## config.mk

```make
export PLATFORM = sky130hd
export DESIGN_NAME = div_unit
export DESIGN_NICKNAME = d
export VERILOG_FILES = /design/src/rtl/div_unit.sv
export SDC_FILE = /design/constraint.sdc
export NUM_CORES = 1
export LEC_CHECK = 0
export BUFFER_PORTS_ARGS = -buffer_cell sky130_fd_sc_hd__buf_2
export CAP_MARGIN = 20
export CELL_PAD_IN_SITES_DETAIL_PLACEMENT = 2
export CELL_PAD_IN_SITES_GLOBAL_PLACEMENT = 2
export CORE_ASPECT_RATIO = 1.25
export CORE_MARGIN = 2
export CORE_UTILIZATION = 30
export CTS_CLUSTER_DIAMETER = 80
export DETAILED_ROUTE_END_ITERATION = 6
export GPL_TIMING_DRIVEN = 0
export PLACE_DENSITY_LB_ADDON = 0.1
export SKIP_LAST_GASP = 1
export SYNTH_ARGS = -nofsm -noshare
export SYNTH_HDL_FRONTEND = slang
export SYNTH_SLANG_ARGS = --single-unit
```

## constraint.sdc

```tcl
create_clock -name clk -period 6.2 [get_ports clk]
set_input_delay 0.93 -clock clk [delete_from_list [all_inputs] [get_ports clk]]
set_output_delay 0.93 -clock clk [all_outputs]
set_load 0.05 [all_outputs]
```

## src/rtl/div_unit.sv

```systemverilog
// RV32M divide/remainder unit: radix-2 restoring divider with a registered
// write-back port using a valid/ready handshake.
module div_unit #(
    parameter int unsigned DATA_WIDTH = 32
) (
    input  logic                  clk,
    input  logic                  rst,
    input  logic                  div_start_in,
    input  logic [1:0]            div_op_in,
    input  logic [4:0]            div_rd_in,
    input  logic [DATA_WIDTH-1:0] div_rs1_data_in,
    input  logic [DATA_WIDTH-1:0] div_rs2_data_in,
    input  logic                  div_flush_in,
    output logic                  div_busy_out,
    output logic                  wb_wen_out,
    output logic [4:0]            wb_addr_out,
    output logic [DATA_WIDTH-1:0] wb_data_out,
    input  logic                  wb_ready_in
);

    localparam logic [1:0] IDLE = 2'd0;
    localparam logic [1:0] CALC = 2'd1;
    localparam logic [1:0] WB   = 2'd2;

    localparam int unsigned CNT_W = $clog2(DATA_WIDTH + 1);
    localparam logic [CNT_W-1:0] LAST_STEP = CNT_W'(DATA_WIDTH - 1);
    localparam logic [DATA_WIDTH-1:0] MIN_INT = {1'b1, {(DATA_WIDTH-1){1'b0}}};

    logic [1:0]            state_q;
    logic [CNT_W-1:0]      cnt_q;
    logic [1:0]            op_q;
    logic [4:0]            rd_q;
    logic [DATA_WIDTH-1:0] dvd_q;   // dividend shifts out, quotient shifts in
    logic [DATA_WIDTH-1:0] dsr_q;
    logic [DATA_WIDTH-1:0] rem_q;
    logic                  quo_neg_q;
    logic                  rem_neg_q;
    logic                  busy_q;
    logic                  wen_q;
    logic [4:0]            addr_q;
    logic [DATA_WIDTH-1:0] data_q;

    logic                  a_neg, b_neg, div_zero, overflow, special;
    logic [DATA_WIDTH-1:0] a_abs, b_abs, special_res;
    logic [DATA_WIDTH:0]   shifted, trial;
    logic                  q_bit;
    logic [DATA_WIDTH-1:0] rem_next, quo_next, fin_quo, fin_rem, fin_res;

    always_comb begin
        a_neg    = ~div_op_in[0] & div_rs1_data_in[DATA_WIDTH-1];
        b_neg    = ~div_op_in[0] & div_rs2_data_in[DATA_WIDTH-1];
        a_abs    = a_neg ? -div_rs1_data_in : div_rs1_data_in;
        b_abs    = b_neg ? -div_rs2_data_in : div_rs2_data_in;
        div_zero = (div_rs2_data_in == '0);
        overflow = ~div_op_in[0] && (div_rs1_data_in == MIN_INT) && (div_rs2_data_in == '1);
        special  = div_zero | overflow;
        if (div_zero) begin
            special_res = div_op_in[1] ? div_rs1_data_in : '1;
        end else begin
            special_res = div_op_in[1] ? '0 : MIN_INT;
        end
    end

    always_comb begin
        shifted  = {rem_q, dvd_q[DATA_WIDTH-1]};
        trial    = shifted - {1'b0, dsr_q};
        q_bit    = ~trial[DATA_WIDTH];
        rem_next = q_bit ? trial[DATA_WIDTH-1:0] : shifted[DATA_WIDTH-1:0];
        quo_next = {dvd_q[DATA_WIDTH-2:0], q_bit};
        fin_quo  = quo_neg_q ? -quo_next : quo_next;
        fin_rem  = rem_neg_q ? -rem_next : rem_next;
        fin_res  = op_q[1] ? fin_rem : fin_quo;
    end

    always_ff @(posedge clk or negedge rst) begin
        if (!rst) begin
            state_q   <= IDLE;
            cnt_q     <= '0;
            op_q      <= '0;
            rd_q      <= '0;
            dvd_q     <= '0;
            dsr_q     <= '0;
            rem_q     <= '0;
            quo_neg_q <= 1'b0;
            rem_neg_q <= 1'b0;
            busy_q    <= 1'b0;
            wen_q     <= 1'b0;
            addr_q    <= '0;
            data_q    <= '0;
        end else begin
            case (state_q)
                IDLE: begin
                    if (div_start_in && !div_flush_in) begin
                        op_q      <= div_op_in;
                        rd_q      <= div_rd_in;
                        dvd_q     <= a_abs;
                        dsr_q     <= b_abs;
                        rem_q     <= '0;
                        cnt_q     <= '0;
                        quo_neg_q <= a_neg ^ b_neg;
                        rem_neg_q <= a_neg;
                        if (special) begin
                            data_q <= special_res;
                            addr_q <= div_rd_in;
                            // rd == 0 discards the result without occupying the port
                            if (div_rd_in != 5'd0) begin
                                state_q <= WB;
                                wen_q   <= 1'b1;
                                busy_q  <= 1'b1;
                            end
                        end else begin
                            state_q <= CALC;
                            busy_q  <= 1'b1;
                        end
                    end
                end
                CALC: begin
                    if (div_flush_in) begin
                        state_q <= IDLE;
                        busy_q  <= 1'b0;
                    end else begin
                        rem_q <= rem_next;
                        dvd_q <= quo_next;
                        cnt_q <= cnt_q + CNT_W'(1);
                        if (cnt_q == LAST_STEP) begin
                            data_q <= fin_res;
                            addr_q <= rd_q;
                            if (rd_q != 5'd0) begin
                                state_q <= WB;
                                wen_q   <= 1'b1;
                            end else begin
                                state_q <= IDLE;
                                busy_q  <= 1'b0;
                            end
                        end
                    end
                end
                WB: begin
                    if (div_flush_in || wb_ready_in) begin
                        state_q <= IDLE;
                        wen_q   <= 1'b0;
                        busy_q  <= 1'b0;
                    end
                end
                default: begin
                    state_q <= IDLE;
                    wen_q   <= 1'b0;
                    busy_q  <= 1'b0;
                end
            endcase
        end
    end

    assign div_busy_out = busy_q;
    assign wb_wen_out   = wen_q;
    assign wb_addr_out  = addr_q;
    assign wb_data_out  = data_q;

endmodule

```

* After elaboration in Yosys (flattened, before gate mapping)
Cells that the tools add are included.
Storage, ports and cells: word-level logic and storage cells 106, register bits 152, output and inout port bits 39, bits of input ports 76
Cells by class: reductions and logical operators 16, bitwise logic cells 6, equality and inequality tests 15, multiplexer cells 50, $add $sub $neg 6
Operators with widths (count):
- $mux 32 | 17
- $pmux 32 s2 | 3
- $neg 32->32 | 4
- $eq 32x32->1 const B | 2
- $sub 33x32->33 | 1
- $logic_not 32->1 | 1
- $mux 5 | 4
- $mux 2 | 7
- $ne 2x2->1 const B | 7
- $mux 1 | 12
- $mux 6 | 2
- $pmux 6 s2 | 1
- $pmux 5 s2 | 1
- $reduce_and 5->1 | 2
- $reduce_bool 5->1 | 2
- $ne 3x3->1 const B | 3
- $reduce_and 7->1 | 1
- $add 6x1->6 const B | 1
- $eq 6x5->1 const B | 1
- $pmux 1 s3 | 2
- $pmux 2 s3 | 1
- $reduce_and 4->1 | 1
- $logic_and 1x1->1 | 3
- $reduce_and 3->1 | 1
- 11 further kinds | 13

* Longest topological paths before layout
Gate-level depths: netlist of the first run.
word-level depth 8, mapped depth 25, depth with buffers taken out 22

* Worst setup path before layout of the first run
OpenSTA, ideal clock, no wires.
path kind register -> register, start point register dvd_q[31], end point register data_q[28], in the netlist wb_data_out[28], arrival 5010 ps, period minus slack after synthesis 5133 ps, slack 1067 ps, stages on the path, launching flop included 24, setup time 123 ps, buffers on the path 3, data required time 6077 ps, path through dfrtp_1 -> inv_1 -> ha_1 -> fa_1 -> nand2b_2 -> a211oi_1 -> o21ai_1 -> a21oi_1 -> o21a_1 -> nor2_1 -> inv_1 -> clkbuf_1 -> clkbuf_1 -> buf_2 -> ha_1 -> nand2b_1 -> or3_1 -> or2_1 -> o41ai_2 -> xor2_1 -> nor2_1 -> a41oi_1 -> nand4_1 -> o221a_1
Between the ends: word-level cells in the longest chain between the ends 8, elaborated cells between the ends (all ways) 11, classes of those cells add/sub (3); mux (7); bitwise (1)
Ends and longest elaborated chain:
- start: declaration | line 33 | logic [DATA_WIDTH-1:0] dvd_q;
- start signal: assignment | line 96 | dvd_q <= a_abs;
- start signal: assignment | line 123 | dvd_q <= quo_next;
- $sub 33x32->33 | line 66 | trial = shifted - {1'b0, dsr_q};
- $mux 32 or $not 1->1 (tied branches) | line 68, 67
- $neg 32->32, on equally long branches | line 71, 70
- $mux 32, on equally long branches | line 71, 70
- $mux 32 * | line 72 | fin_res = op_q[1] ? fin_rem : fin_quo;
- $mux 32 * | line 125 | if (cnt_q == LAST_STEP) begin
- $mux 32 * | line 118 | if (div_flush_in) begin
- $pmux 32 s2 * | line 91 | case (state_q)
- end signal: assignment | line 103 | data_q <= special_res;
- end signal: assignment | line 126 | data_q <= fin_res;
- end: declaration | line 41 | logic [DATA_WIDTH-1:0] data_q;
Every way passes the cells marked *; elsewhere a longest branch is shown, timed or not. The select of a mux whose other input is x is not followed. A chain may end at the register's enable or synchronous reset.

* Worst setup path in the final report of the first run
Same ends and word-level chain as after synthesis.

==> impl_metrics.yaml, run 1 <==
synth:
  synth_area_um2: 12260
  async_reset_ff_frac: 1.000
  yosysUniqueCellTypes: 78
  yosys_warnings: 0
  yosys_register_bits: 151
  synth_edf_count: 0
  synthFlopType: "dfrtp_1"
  synth_fp_nets: 1719
  synth-seq-area-share: 0.3083
  synth.avg_cell_area_um2: 7.642
  synthCells: 1604
critical_path:
  critPathCaptureType: "flip-flop"
  crit_fanout: 10
  crit_family: "compound AO/OA/AOI/OAI gates"
  r2r_slack_ps: 350
  worst-setup-path-type: "reg -> reg"
  worstSetupStartpointType: "flip-flop"
  r2r_end: "wb_data_out[28]"
  r2r_cells: 23
  cpPeakStageDelay_ps: 470
  r2r_start: "dvd_q[31]"
  startpoint: "dvd_q[31]"
  endpoint: "wb_data_out[28]"
  required_ps: 6570
  path_cells: "inv_1 > ha_1 > fa_1 > nand2b_2 > a211oi_4 > o21ai_2 > a21oi_4 > o21a_2 > nor2_4 > inv_2 > clkbuf_4 > clkbuf_4 > buf_4 > ha_1 > nand2b_1 > or3_4 > or2_1 > o41ai_2 > xor2_1 > nor2_1 > a41oi_1 > nand4_1 > o221a_1"
  cp.depth: 23
  critPathSlowestCell: "or3_4"
  crit_arrival_ps: 6220
  path_buf_inv: 5
placed_design:
  gp_routability_congestion: 0.8782
  place_ws_ps: -946.3
  port_buffers: 113
  hpwl_mm: 45.14
power_and_ir_drop:
  ir_drop_uv: 243.7
  leakage_nw: 5.951
  power_density_nw_per_um2: 683.0
  p_seq_frac: 0.190
  power_frac_clock: 0.111
  p_sw_mw: 5.643
  swShare: 0.5798
  p_int_mw: 4.090
  combPwrFrac: 0.699
  power_mw: 9.733
drt:
  drc: 0
  via_count: 12830
  drtIter0Drc: 616
  dr.pass1.iters: 5
  final_antenna_net_count: 0
  post_drt_wl_per_cell_um: 24.26
  totalWireLength_mm: 55.75
  avgViaCountPerCell: 5.582
die:
  io_pins: 115
  core_um2: 40220
  die_w_um: 184.8
  dieArea_um2: 42500
  die_y_um: 230
  row_count: 82
  initial_core_util: 0.3048
timing:
  maxSlewViolCount: 0
  max_freq_ghz: 0.1708
  tightestPinTransition_ps: 1188
  fin_ws_ps: 345.1
  hold_viol_final: 0
  post-route-period-util: 0.9443
  fin_skew_ps: 14.78
  fin_crit_ps: 5855
  rsz0062_at_grt: "false"
  slew_headroom: 0.2020
  setup_viol: 0
finish:
  fill_cells: 4818
  syn2layout_area_growth_pct: 16.24
  multiInputGateArea_um2: 7998
  drive_gt1_frac: 0.1193
  nets: 1855
  final_util: 0.3543
  most-common-layout-cells: "nand2_1 (218), o21ai_0 (172), dfrtp_1 (150), nor2_1 (142), a21oi_1 (129)"
  final_common_cell: "nand2_1"
  seq_area_um2: 3780
  antenna_cells: 0
cts:
  cts_buffers: 17
  root_buffer: "clkbuf_16"
  clock_sinks: 151
  worstSkewPairLatency_ps: 480
  cts_tree: "done"
  path_clk_slew_ps: 70
  clock_path_buffers: 2
  h-tree-depth: 4
global_route:
  overflow: 0
  antenna_found_initial: 0
  gr-usage-met2: 0.4702
  top_usage_layer: "met2"
  grt_use_met3: 0.03041
  grt_usage: 0.2677
  use_met1: 0.3206
  grt_pass1_vias: 13890
  grt_max_degree: 108
  grt_pass1_wl_mm: 85.22
run:
  drv_cap: 0
worst_hold_path:
  hp-class: "in -> async"
outcome:
  status: "complete, no violations"
-- cell type report --
type                       instances  area share
inverter                          57     0.01502
clock buffer                      18     0.03082
multi-input combinational       1305      0.5613
timing repair buffer             117     0.04391
clock inverter                    13    0.009747
sequential                       151      0.2653
buffer                            91     0.02599
tap                              546     0.04795
-- worst reg2reg max path, delay by kind of cell (launching register included) --
family,cells,cell delay (ps)
XOR/XNOR,1,250
buffers and inverters,5,1030
AND/OR/NAND/NOR,7,1560
AO/OA/AOI/OAI,7,1640
adder cells (fa/ha/maj),3,840
flip-flops,1,410
-- cells in the mapped netlist, types with 4 or more instances --
library cell	count	area, um2
nor2_1	143	536.8
o21ai_0	172	860.8
a21oi_1	130	650.6
nor2b_1	8	50.05
buf_2	15	75.07
and2_1	8	50.05
and3_1	11	68.82
a22oi_1	14	105.1
nand2b_1	24	150.1
o21ai_1	33	165.2
xnor2_1	70	613.1
a22o_1	4	35.03
a41oi_1	5	43.79
a21o_1	11	82.58
mux2i_1	27	270.3
o22ai_1	8	50.05
nand4_1	19	118.9
a221oi_1	6	52.55
or3_1	12	75.07
or2_2	9	56.30
a31oi_1	24	150.1
nor3_1	43	215.2
inv_1	56	210.2
nand3_1	19	95.09
o21a_1	7	52.55
ha_1	38	475.5
a211oi_1	11	82.58
nor4_1	20	125.1
o211a_1	7	70.07
clkbuf_1	70	262.8
o31ai_1	23	172.7
mux2_2	7	78.83
o41ai_1	14	122.6
xor2_1	60	525.5
or4_1	15	112.6
buf_1	6	22.52
nand2_1	218	818.3
dfrtp_1	151	3779
and4_1	5	43.79
o211ai_1	21	157.7
-- how the worst min path moves through the flow --
stage,endpoint,slack [ps],cells past startpoint
after floorplan,dsr_q[10],450,2
after global placement,dsr_q[30],470,2
after detailed placement,dsr_q[15],470,2
after CTS,cnt_q[3],340,1
after global routing,cnt_q[4],340,1
final,cnt_q[3],340,1
-- power groups by stage --
stage	Combinational, mW	Sequential, mW	Clock, mW
after CTS	6.73	1.85	1.10
after global routing	7.43	1.91	1.14
after detailed placement	6.63	1.86	0
final	6.80	1.85	1.08
after global placement	6.48	1.85	0
after floorplan	4.13	2.06	0
-- cells by family after synthesis --
family,after synthesis,share of synthesized area
compound gates,531,0.2659
xor+xnor,130,0.09289
fa+ha+maj,39,0.04042
buf+inv,148,0.04685
flops,151,0.3083
mux,34,0.02848
simple gates,571,0.2172
-- timing repair --
item                                    4_1_cts  5_1_grt
endpoints found under the setup margin       13       10
hold buffers                                  0        0
setup buffers                                 0        3
pin swaps                                     0        2
resized for setup                            11       15
-- metrics by stage --
| step | hold WS [ps] | instances | area [um2] | TNS, ps |
|---|---|---|---|---|
| 2_1_floorplan | 449.8 | 1604 | 12260 | 0 |
| 3_3_place_gp | 467.4 | 2263 | 13510 | -7218 |
| 3_5_place_dp | 473.7 | 2264 | 13540 | -7719 |
| 4_1_cts | 337.7 | 2295 | 14160 | 0 |
| 5_1_grt | 344.8 | 2298 | 14250 | 0 |
| 6_report | 335.3 | 2298 | 14250 | 0 |
-- sequential cells by signal, summed over array words and instances (netlist names), 2 cells and up --
register / flops
cnt_q: 6
dsr_q: 32
dvd_q: 32
rd_q: 5
rem_q: 32
state_q: 2
wb_addr_out: 5
wb_data_out: 32
-- metal layers --
metal / share of wire / vias up
met5: 0 / -
met4: 0.051 / 0
met3: 0.019 / 90
met2: 0.50 / 208
met1: 0.43 / 6490
li1: - / 6040
Power figures use the tool's default switching activity.
==> inputs of run 2 (changes only) <==
--- a/config.mk
+++ b/config.mk
@@ -11,9 +11,10 @@
 export CELL_PAD_IN_SITES_GLOBAL_PLACEMENT = 2
 export CORE_ASPECT_RATIO = 1.25
 export CORE_MARGIN = 2
-export CORE_UTILIZATION = 30
+export CORE_UTILIZATION = 36
 export CTS_CLUSTER_DIAMETER = 80
 export DETAILED_ROUTE_END_ITERATION = 6
+export GPL_ROUTABILITY_DRIVEN = 1
 export GPL_TIMING_DRIVEN = 0
 export PLACE_DENSITY_LB_ADDON = 0.1
 export SKIP_LAST_GASP = 1
==> constraint.sdc (replaced) <==
create_clock -name clk -period 6.34 [get_ports clk]
set_input_delay 0.951 -clock clk [delete_from_list [all_inputs] [get_ports clk]]
set_output_delay 0.951 -clock clk [all_outputs]
set_load 0.05 [all_outputs]
==> impl_metrics.yaml, run 2 (synthesis gave the netlist of run 1 again) <==
power_and_ir_drop:
  power_mw: 9.512
  combPwrFrac: 0.694
  p_seq_frac: 0.190
  ir_drop_uv: 225.3
  power_density_nw_per_um2: 677.1
  swShare: 0.5769
  p_int_mw: 4.024
  power_frac_clock: 0.115
  p_sw_mw: 5.488
  leakage_nw: 5.908
worst_hold_path:
  hp-class: "in -> async"
critical_path:
  r2r_slack_ps: 220
  crit_fanout: 10
  startpoint: "dvd_q[31]"
  endpoint: "wb_data_out[28]"
  worstSetupStartpointType: "flip-flop"
  r2r_end: "wb_data_out[28]"
  r2r_start: "dvd_q[31]"
  r2r_cells: 22
  cp.depth: 22
  path_cells: "inv_1 > ha_1 > fa_1 > nand2b_2 > a211oi_2 > o21ai_1 > a21oi_2 > o21a_1 > nor2_4 > inv_2 > buf_2 > buf_4 > buf_4 > nor2_1 > a21oi_1 > ha_2 > nand3_1 > o41ai_1 > o2111ai_2 > or3_1 > nand4_1 > o221a_1"
  crit_family: "compound AO/OA/AOI/OAI gates"
  critPathSlowestCell: "o41ai_1"
  worst-setup-path-type: "reg -> reg"
  path_buf_inv: 5
  cp_common_cell: "buf_4"
  required_ps: 6740
  crit_arrival_ps: 6520
  critPathCaptureType: "flip-flop"
  cpPeakStageDelay_ps: 610
drt:
  dr.pass1.iters: 5
  totalWireLength_mm: 54.47
  avgViaCountPerCell: 6.004
  final_antenna_net_count: 0
  via_count: 13050
  drtIter0Drc: 648
  drc: 0
  post_drt_wl_per_cell_um: 25.07
timing:
  setup_tns_ps: 0
  fin_ws_ps: 223.6
  rsz0062_at_grt: "true"
  max_freq_ghz: 0.1635
  whs_ps: 366.5
  setup_viol: 0
  maxSlewViolCount: 0
  post-route-period-util: 0.9647
  hold_viol_final: 0
  fin_skew_ps: 16.87
  fin_crit_ps: 6116
  slew_headroom: 0.2025
  tightestPinTransition_ps: 1185
global_route:
  overflow: 0
  grt_usage: 0.3108
  antenna_found_initial: 0
  grt_pass1_vias: 14170
  grt_max_degree: 110
  grt_pass1_wl_mm: 84.06
finish:
  syn2layout_area_growth_pct: 14.61
  final_common_cell: "nand2_1"
  fill_cells: 3977
  antenna_cells: 0
  most-common-layout-cells: "nand2_1 (218), o21ai_0 (172), dfrtp_1 (151), nor2_1 (142), a21oi_1 (129)"
  drive_gt1_frac: 0.1154
  nets: 1852
cts:
  root_buffer: "clkbuf_16"
  cts_buffers: 17
  h-tree-depth: 4
  cts_setup_buffers: 0
  cts_tree: "done"
  clock_path_buffers: 2
  path_clk_slew_ps: 70
  worstSkewPairLatency_ps: 460
  holdBufCountCts: 0
  clock_sinks: 151
placed_design:
  port_buffers: 113
  gp_routability_congestion: 0.9138
  place_ws_ps: -776.1
  hpwl_mm: 43.93
die:
  die_w_um: 169.0
  core_um2: 33590
  io_pins: 115
  row_count: 75
  dieArea_um2: 35550
  die_y_um: 210.3
  initial_core_util: 0.3649
outcome:
  status: "complete, no violations"
run:
  drv_cap: 0
[run 2: cell count changes in the layout (fill, tap and decap cells not counted), moves of 2 or more]
| cell | change |
|---|---|
| o21ai_2 | -2 |
| clkbuf_4 | -2 |
| o21ai_1 | +2 |
| buf_4 | -2 |
[run 2: layer usage]
metal	global-route usage	vias up	wire [um]
li1	-	6037	-
met1	0.3625	6619	22400
met2	0.5630	261	27800
met3	0.03023	130	1262
met4	0.1615	0	3004
met5	0	-	0
[run 2: per-stage QoR]
stage	utilization	instance area, um2	cells
3_5_place_dp	0.3986	13390	2141
6_report	0.4182	14050	2173
2_1_floorplan	-	12260	1604
4_1_cts	0.4174	14020	2173
3_3_place_gp	0.3975	13350	2140
5_1_grt	0.4182	14050	2173
[run 2: timing repair]
item	in CTS	in global routing
endpoints found under the setup margin	12	11
pin swaps	0	2
hold endpoints to repair	0	0
resized for setup	7	9
[run 2: power groups by stage]
| stage | logic, mW | registers, mW | clock network (mW) |
|---|---|---|---|
| floorplan | 4.04 | 2.01 | 0 |
| global placement | 6.23 | 1.79 | 0 |
| detailed placement | 6.43 | 1.82 | 0 |
| CTS | 6.53 | 1.80 | 1.11 |
| global route | 7.19 | 1.86 | 1.14 |
| finish | 6.61 | 1.81 | 1.10 |
[run 2: worst min-delay path by stage]
stage          startpoint        end  slack (ps)
3_5_place_dp    dsr_q[13]  dsr_q[13]         470
4_1_cts               rst   cnt_q[3]         370
5_1_grt               rst   cnt_q[3]         380
3_3_place_gp     dsr_q[7]   dsr_q[7]         470
6_report              rst   cnt_q[3]         370
2_1_floorplan   dsr_q[10]  dsr_q[10]         450
[run 2: area by class of cell]
class | instances | area, um2 | share of cell area
Multi-Input combinational cell | 1305 | 7943 | 0.5654
Sequential cell | 151 | 3779 | 0.2690
Timing Repair Buffer | 114 | 603.1 | 0.04293
Tap cell | 423 | 529.3 | 0.03767
Clock buffer | 17 | 425.4 | 0.03028
Buffer | 91 | 367.9 | 0.02618
Inverter | 57 | 214.0 | 0.01523
Clock inverter | 15 | 187.7 | 0.01336
==> inputs of run 3 (changes only) <==
--- a/config.mk
+++ b/config.mk
@@ -10,7 +10,7 @@
 export CELL_PAD_IN_SITES_DETAIL_PLACEMENT = 2
 export CELL_PAD_IN_SITES_GLOBAL_PLACEMENT = 2
 export CORE_ASPECT_RATIO = 1.25
-export CORE_MARGIN = 2
+export CORE_MARGIN = 1
 export CORE_UTILIZATION = 36
 export CTS_CLUSTER_DIAMETER = 80
 export DETAILED_ROUTE_END_ITERATION = 6
==> impl_metrics.yaml, run 3 (synthesis gave the netlist of run 1 again) <==
outcome:
  status: "complete, no violations"
cts:
  root_buffer: "clkbuf_16"
  path_clk_slew_ps: 80
  cts_tree: "done"
  clock_path_buffers: 2
  clock_sinks: 151
  holdBufCountCts: 0
  worstSkewPairLatency_ps: 480
  cts_buffers: 17
  h-tree-depth: 4
worst_hold_path:
  hp-class: "in -> async"
critical_path:
  r2r_start: "dvd_q[31]"
  startpoint: "dvd_q[31]"
  critPathSlowestCell: "dfrtp_1"
  required_ps: 6710
  crit_arrival_ps: 6380
  crit_fanout: 10
  worstSetupStartpointType: "flip-flop"
  worst-setup-path-type: "reg -> reg"
  cpPeakStageDelay_ps: 430
  crit_family: "compound AO/OA/AOI/OAI gates"
  critPathCaptureType: "flip-flop"
  path_buf_inv: 7
finish:
  drive_gt1_frac: 0.1179
  nets: 1857
  syn2layout_area_growth_pct: 15.28
  multiInputGateArea_um2: 7964
  antenna_cells: 0
  most-common-layout-cells: "nand2_1 (218), o21ai_0 (172), dfrtp_1 (151), nor2_1 (142), a21oi_1 (129)"
  fill_cells: 3967
  final_util: 0.4218
  seq_area_um2: 3779
  final_common_cell: "nand2_1"
drt:
  post_drt_wl_per_cell_um: 25.21
  drtIter0Drc: 701
  via_count: 13170
  drc: 0
  avgViaCountPerCell: 6.048
  final_antenna_net_count: 0
  totalWireLength_mm: 54.90
  dr.pass1.iters: 4
power_and_ir_drop:
  leakage_nw: 5.973
  power_mw: 9.679
  ir_drop_uv: 254.9
  power_density_nw_per_um2: 685.0
die:
  die_y_um: 208.3
  row_count: 75
  io_pins: 115
  die_w_um: 167.0
  core_um2: 33500
  dieArea_um2: 34800
  initial_core_util: 0.3659
timing:
  fin_ws_ps: 333.8
  post-route-period-util: 0.9474
  setup_tns_ps: 0
  whs_ps: 365.8
  fin_crit_ps: 6006
  tightestPinTransition_ps: 1172
  setup_viol: 0
  max_freq_ghz: 0.1665
  slew_headroom: 0.2117
  fin_skew_ps: 16.52
  maxSlewViolCount: 0
  hold_viol_final: 0
  rsz0062_at_grt: "false"
placed_design:
  place_ws_ps: -730.5
  gp_routability_congestion: 0.9274
  hpwl_mm: 43.50
  port_buffers: 113
global_route:
  grt_pass1_wl_mm: 84.86
  overflow: 0
  grt_pass1_vias: 14310
  antenna_found_initial: 0
  grt_usage: 0.3219
  grt_max_degree: 103
run:
  drv_cap: 0
run 3: cell types whose count changed in the layout (fill, tap and decap cells not counted), sizes merged:
cell      before  now
clkinv         7    5
buf          137  140
clkinvlp       1    2
clkbuf        85   87
inv           62   63
run 3: worst paths after layout:
| kind | endpoint | slack [ps] | cells past startpoint |
|---|---|---|---|
| max reg2reg | wb_data_out[26] | 330 | 25 |
| max in group asynchronous | rem_q[27] | 5080 | 2 |
| min in group clk | dsr_q[14] | 490 | 2 |
| max | wb_data_out[26] | 330 | 25 |
| min reg2reg | dsr_q[14] | 490 | 2 |
| min | cnt_q[3] | 370 | 1 |
run 3: final cells by class:
type,instances,share of cell area
clock buffers,17,0.03010
clock inverters,15,0.01470
multi-input cells,1305,0.5636
inverters,57,0.01541
flip-flops and latches,151,0.2674
well taps,423,0.03745
plain buffers,91,0.02603
repair buffers,119,0.04533
run 3: report_power, final:
group	switching (mW)	total (mW)	internal (mW)
logic	4.63	6.73	2.10
clock network	0.528	1.13	0.607
registers	0.447	1.81	1.37
total	5.61	9.68	4.07
run 3: metal layers:
layer,global-route usage,share of wire,vias to the layer above
met5,0,0,-
met4,0.1992,0.062,0
met3,0.03158,0.025,140
met2,0.5672,0.50,268
met1,0.3749,0.41,6698
li1,-,-,6066
run 3: worst register-to-register path, delay by kind of cell, from the launching register on:
kind | cells | cell delay (ps)
compound gates | 9 | 2200
fa+ha+maj | 3 | 950
xor+xnor | 1 | 190
buf+inv | 7 | 1260
flops | 1 | 430
simple gates | 5 | 900
run 3: metrics by stage:
| stage | area (um2) | cells |
|---|---|---|
| 3_5_place_dp | 13390 | 2141 |
| 4_1_cts | 14060 | 2173 |
| 6_report | 14130 | 2178 |
| 5_1_grt | 14130 | 2178 |
| 3_3_place_gp | 13350 | 2140 |
| 2_1_floorplan | 12260 | 1604 |
run 3: repair_timing:
item | CTS | global route
pin swaps | 0 | 2
setup buffers | 0 | 5
endpoints found under the setup margin | 12 | 9
gates resized for setup | 10 | 6
